<file path="src/rtl/reg_file.sv">
// reg_file: 32 x 32-bit integer register file with two combinational read
// ports (rs1/rOut1, rs2/rOut2) and one synchronous write port (rd/wr/Din).
// Register 0 is hardwired to zero and has no storage behind it.
// Optional build macro: REGFILE_BYPASS_EN enables write-through forwarding
// of Din onto a read port that addresses the register being written.
module reg_file #(
    parameter int DATA_WIDTH = 32,
    parameter int ADDR_WIDTH = 5
) (
    input  logic [ADDR_WIDTH-1:0] rs1,
    input  logic [ADDR_WIDTH-1:0] rs2,
    input  logic [ADDR_WIDTH-1:0] rd,
    input  logic                  wr,
    input  logic [DATA_WIDTH-1:0] Din,
    output logic [DATA_WIDTH-1:0] rOut1,
    output logic [DATA_WIDTH-1:0] rOut2,
    input  logic                  CLK,
    input  logic                  reset
);

    localparam int NUM_REGS = 2 ** ADDR_WIDTH;

    // Only registers 1..NUM_REGS-1 are stored; x0 reads as a constant.
    logic [DATA_WIDTH-1:0] regs_q [1:NUM_REGS-1];
    logic [DATA_WIDTH-1:0] regs_d [1:NUM_REGS-1];

    // A write to rd=0 matches no stored entry, so it is dropped here.
    logic write_en;
    assign write_en = wr && (rd != '0);

    // Next-state: hold every register, except the one addressed by an enabled write.
    always_comb begin
        // NOTE: every register gets its current value first, so no path leaves regs_d unassigned and no latch is inferred.
        for (int i = 1; i < NUM_REGS; i++) begin
            regs_d[i] = regs_q[i];
        end
        for (int i = 1; i < NUM_REGS; i++) begin
            if (write_en && (rd == ADDR_WIDTH'(i))) begin
                regs_d[i] = Din;
            end
        end
    end

    // State register: synchronous clear has priority over any write in the same cycle.
    always_ff @(posedge CLK) begin
        if (reset) begin
            // NOTE: this array is cleared on reset because x1..x31 must read zero after reset; plain RAM arrays normally stay unreset.
            for (int i = 1; i < NUM_REGS; i++) begin
                regs_q[i] <= '0;
            end
        end else begin
            // NOTE: non-blocking assignment so every register samples regs_d from before the edge, independent of statement order.
            for (int i = 1; i < NUM_REGS; i++) begin
                regs_q[i] <= regs_d[i];
            end
        end
    end

    // Returns stored contents; address 0 always reads as zero.
    function automatic logic [DATA_WIDTH-1:0] read_stored(input logic [ADDR_WIDTH-1:0] addr);
        if (addr == '0) begin
            return '0;
        end
        return regs_q[addr];
    endfunction

`ifdef REGFILE_BYPASS_EN
    // Read ports with write-through forwarding of the in-flight write-back data.
    always_comb begin
        rOut1 = read_stored(rs1);
        rOut2 = read_stored(rs2);
        if (write_en && !reset && (rs1 == rd)) begin
            rOut1 = Din;
        end
        if (write_en && !reset && (rs2 == rd)) begin
            rOut2 = Din;
        end
    end
`else
    // Read ports return stored contents only; a same-cycle write shows after the edge.
    always_comb begin
        rOut1 = read_stored(rs1);
        rOut2 = read_stored(rs2);
    end
`endif

endmodule

</file>
<file path="config.mk">
export PLATFORM = sky130hd
export DESIGN_NAME = reg_file
export DESIGN_NICKNAME = d
export VERILOG_FILES = /design/src/rtl/reg_file.sv
export SDC_FILE = /design/constraint.sdc
export NUM_CORES = 2
export LEC_CHECK = 0
export ABC_CLOCK_PERIOD_IN_PS = 5000
export CORE_ASPECT_RATIO = 1.1
export CORE_MARGIN = 1.5
export CORE_UTILIZATION = 55
export DETAILED_ROUTE_END_ITERATION = 12
export DONT_BUFFER_PORTS = 1
export GPL_TIMING_DRIVEN = 1
export PLACE_DENSITY = 0.7
export SYNTH_ARGS = -nofsm -noshare
export SYNTH_HDL_FRONTEND = slang
export SYNTH_SLANG_ARGS = --single-unit
</file>
<file path="constraint.sdc">
create_clock -name CLK -period 5 [get_ports CLK]
set_clock_uncertainty 0.2 [all_clocks]
set_input_delay 1 -clock CLK [delete_from_list [all_inputs] [get_ports CLK]]
set_output_delay 1 -clock CLK [all_outputs]
set_load 0.03 [all_outputs]
</file>
==> impl_metrics.env <==
export IMPL_gp_congestion=0.9200
export IMPL_nFillCells=7346
export IMPL_tightest_slew_ps=1391
export IMPL_syn_cell_area_sq_um=53720
export IMPL_die_area_sq_um=99560
export IMPL_slew_headroom=0.07148
export IMPL_synth_seq_area_share=0.5545
export IMPL_rsz0062_at_grt="no"
export IMPL_layout_min_cycle_time_ps=4982
export IMPL_worst_path_max_fanout=189
export IMPL_post_cts_resized=0
export IMPL_ys_types=46
export IMPL_vias=36020
export IMPL_holdCritStartpoint="Din[30]"
export IMPL_crit_chain="nor2_1, nand2_1, nor2_4, buf_4, a211oi_1, buf_4"
export IMPL_avgSynthCellArea_sq_um=13.31
export IMPL_hold_violations=0
export IMPL_initial_utilization=0.5530
export IMPL_dp_final_hpwl_um=103700
export IMPL_synth_edff_count=992
export IMPL_core_area_sq_um=97140
export IMPL_regMostFlops="regs_q"
export IMPL_cts_tree="built"
export IMPL_largest_register_ffs=992
export IMPL_cts_root_buf="clkbuf_16"
export IMPL_via_per_inst=6.844
export IMPL_post_cts_buffers=0
export IMPL_synth_area_leaders="edfxtp_1 (55%), and2_1 (12%), mux2i_1 (11%)"
export IMPL_grt_pass1_wl_um=253800
export IMPL_die_h_um=330.8
export IMPL_setup_viol=0
export IMPL_synth_ff_type="edfxtp_1"
export IMPL_peakVddDrop_v=0.0002806
export IMPL_die_w_um=301.0
export IMPL_syn_nets=4086
export IMPL_synth_top_area_cell="edfxtp_1"
export IMPL_cts_max_level=3
export IMPL_routed_wl_um=179100
export IMPL_ant_nets=0
export IMPL_grt_pass1_vias=36290
export IMPL_area_growth_pct=9.181
export IMPL_num_rows=120
export IMPL_maxSlewViolCount=0
export IMPL_fmax_mhz=200.7
export IMPL_worstSetupStartpointType="input port"
export IMPL_cp_arrival_ps=3780
export IMPL_cp_slowest_cell="nor2_1"
export IMPL_whs_ps=309.4
export IMPL_hp_class="input port to flop"
export IMPL_cts_inserted_buffers=104
export IMPL_worstSetupEndpointType="output pin"
export IMPL_dr_pass1_iters=6
export IMPL_cap_viol_max_count=0
export IMPL_critPathRequiredTime_ps=3800
export IMPL_antenna_found_initial=5
export IMPL_finalCritPeriodShare=0.9964
export IMPL_ys_ff_latch=992
export IMPL_io_buffers=0
export IMPL_async_reset_ff_frac=0
export IMPL_cts_clk_slew_worst_paths_ps=60
export IMPL_layout_drive_gt1_share=0.1593
export IMPL_grt_overflow=0
export IMPL_wl_per_cell_um=34.03
export IMPL_leakage_nw=21.29
export IMPL_drt_iter0_markers=5024
export IMPL_drc=0
export IMPL_ios=114
export IMPL_powerDensity_nw_per_um2=340.7
export IMPL_finalSetupTns_ps=0
export IMPL_hold_end="regs_q[16][30]"
export IMPL_layout_common_cells="and2_1 (992), edfxtp_1 (992), mux2i_1 (584)"
export IMPL_hold_depth=1
export IMPL_synth_top_area_frac=0.5545
export IMPL_cts_path_max_buffers=3
export IMPL_cts_hold_buf=0
export IMPL_critical_path_max_stage_delay_ps=830
export IMPL_status="complete, no violations"
export IMPL_num_nets_final=3946
export IMPL_grt_max_degree=292
export IMPL_syn_inst=4036
export IMPL_cp_common_cell="buf_4"
export IMPL_synthesis_yosys_warnings=0
export IMPL_grtUsageTotal=0.3596
export IMPL_reg_top3="regs_q x992"
export IMPL_critPathKind="input port to output pin"
export IMPL_cts_num_sinks=992
-- layout make-up --
type                       instances  area, sq um  share of cell area
sequential                       992        29790              0.5079
inverter                           1        3.754          0.00006400
tap                             1281         1603             0.02733
multi-input combinational       2628        22440              0.3826
clock inverter                    62        631.9             0.01077
antenna                            2        5.005          0.00008533
clock buffer                     128         2799             0.04772
timing repair buffer             169         1381             0.02355
-- metal layers --
metal  GRT usage  wire length, um  part of all wire
met3     0.08586            21190              0.12
met4      0.2217            12060             0.067
met1      0.4639            65120              0.36
met2      0.5526            80710              0.45
met5           0                7          0.000039
-- logic make-up after synthesis --
kind of cell           count (synthesis)  share of synthesized area
AO/OA/AOI/OAI                        447                    0.05995
buffers and inverters                416                    0.03654
flip-flops                           992                     0.5545
multiplexers                         816                     0.2002
AND/OR/NAND/NOR                     1365                     0.1488
-- synthesized netlist by cell type, types with 36 or more instances --
cell type	count
o22ai_1	56
and2_1	994
nor2_1	136
mux2i_1	584
mux4_2	204
clkbuf_1	250
o2111ai_1	36
nand3_1	70
a22oi_1	100
edfxtp_1	992
nand2_1	84
a21oi_1	100
buf_2	105
-- through the flow --
step	util	instances	power (W)	instance area, sq um	setup slack, ps
after floorplan	-	4036	0.01154	53720	911.1
after global placement	0.5684	5071	0.01209	55220	586.2
after detailed placement	0.5684	5071	0.01213	55220	584.9
after CTS	0.6037	5261	0.01993	58650	577.2
after global routing	0.6037	5261	0.02040	58650	188.6
final	0.6038	5263	0.01998	58650	18.11
-- power by group --
group | switching [W] | total, W | internal, W | leakage [nW]
registers | 0.000250 | 0.00987 | 0.00962 | 9.46
clock network | 0.00330 | 0.00796 | 0.00466 | 1.67
logic | 0.00128 | 0.00215 | 0.000873 | 10.2
total | 0.00483 | 0.0200 | 0.0152 | 21.3
-- critical path, delay by kind of cell --
kind            cells  cell delay (ps)
compound gates      1              260
simple gates        3             1440
buf+inv             2              720
-- how the worst max path moves through the flow --
| stage | slack, ps | endpoint | from |
|---|---|---|---|
| after floorplan | 910 | rOut1[3] | rs1[2] |
| after global placement | 590 | rOut1[10] | rs1[0] |
| after detailed placement | 580 | rOut1[10] | rs1[1] |
| after CTS | 580 | rOut1[10] | rs1[1] |
| after global routing | 190 | rOut1[31] | rs1[2] |
| final | 20 | rOut1[31] | rs1[2] |
No activity file was read; power rests on OpenSTA's default activity.
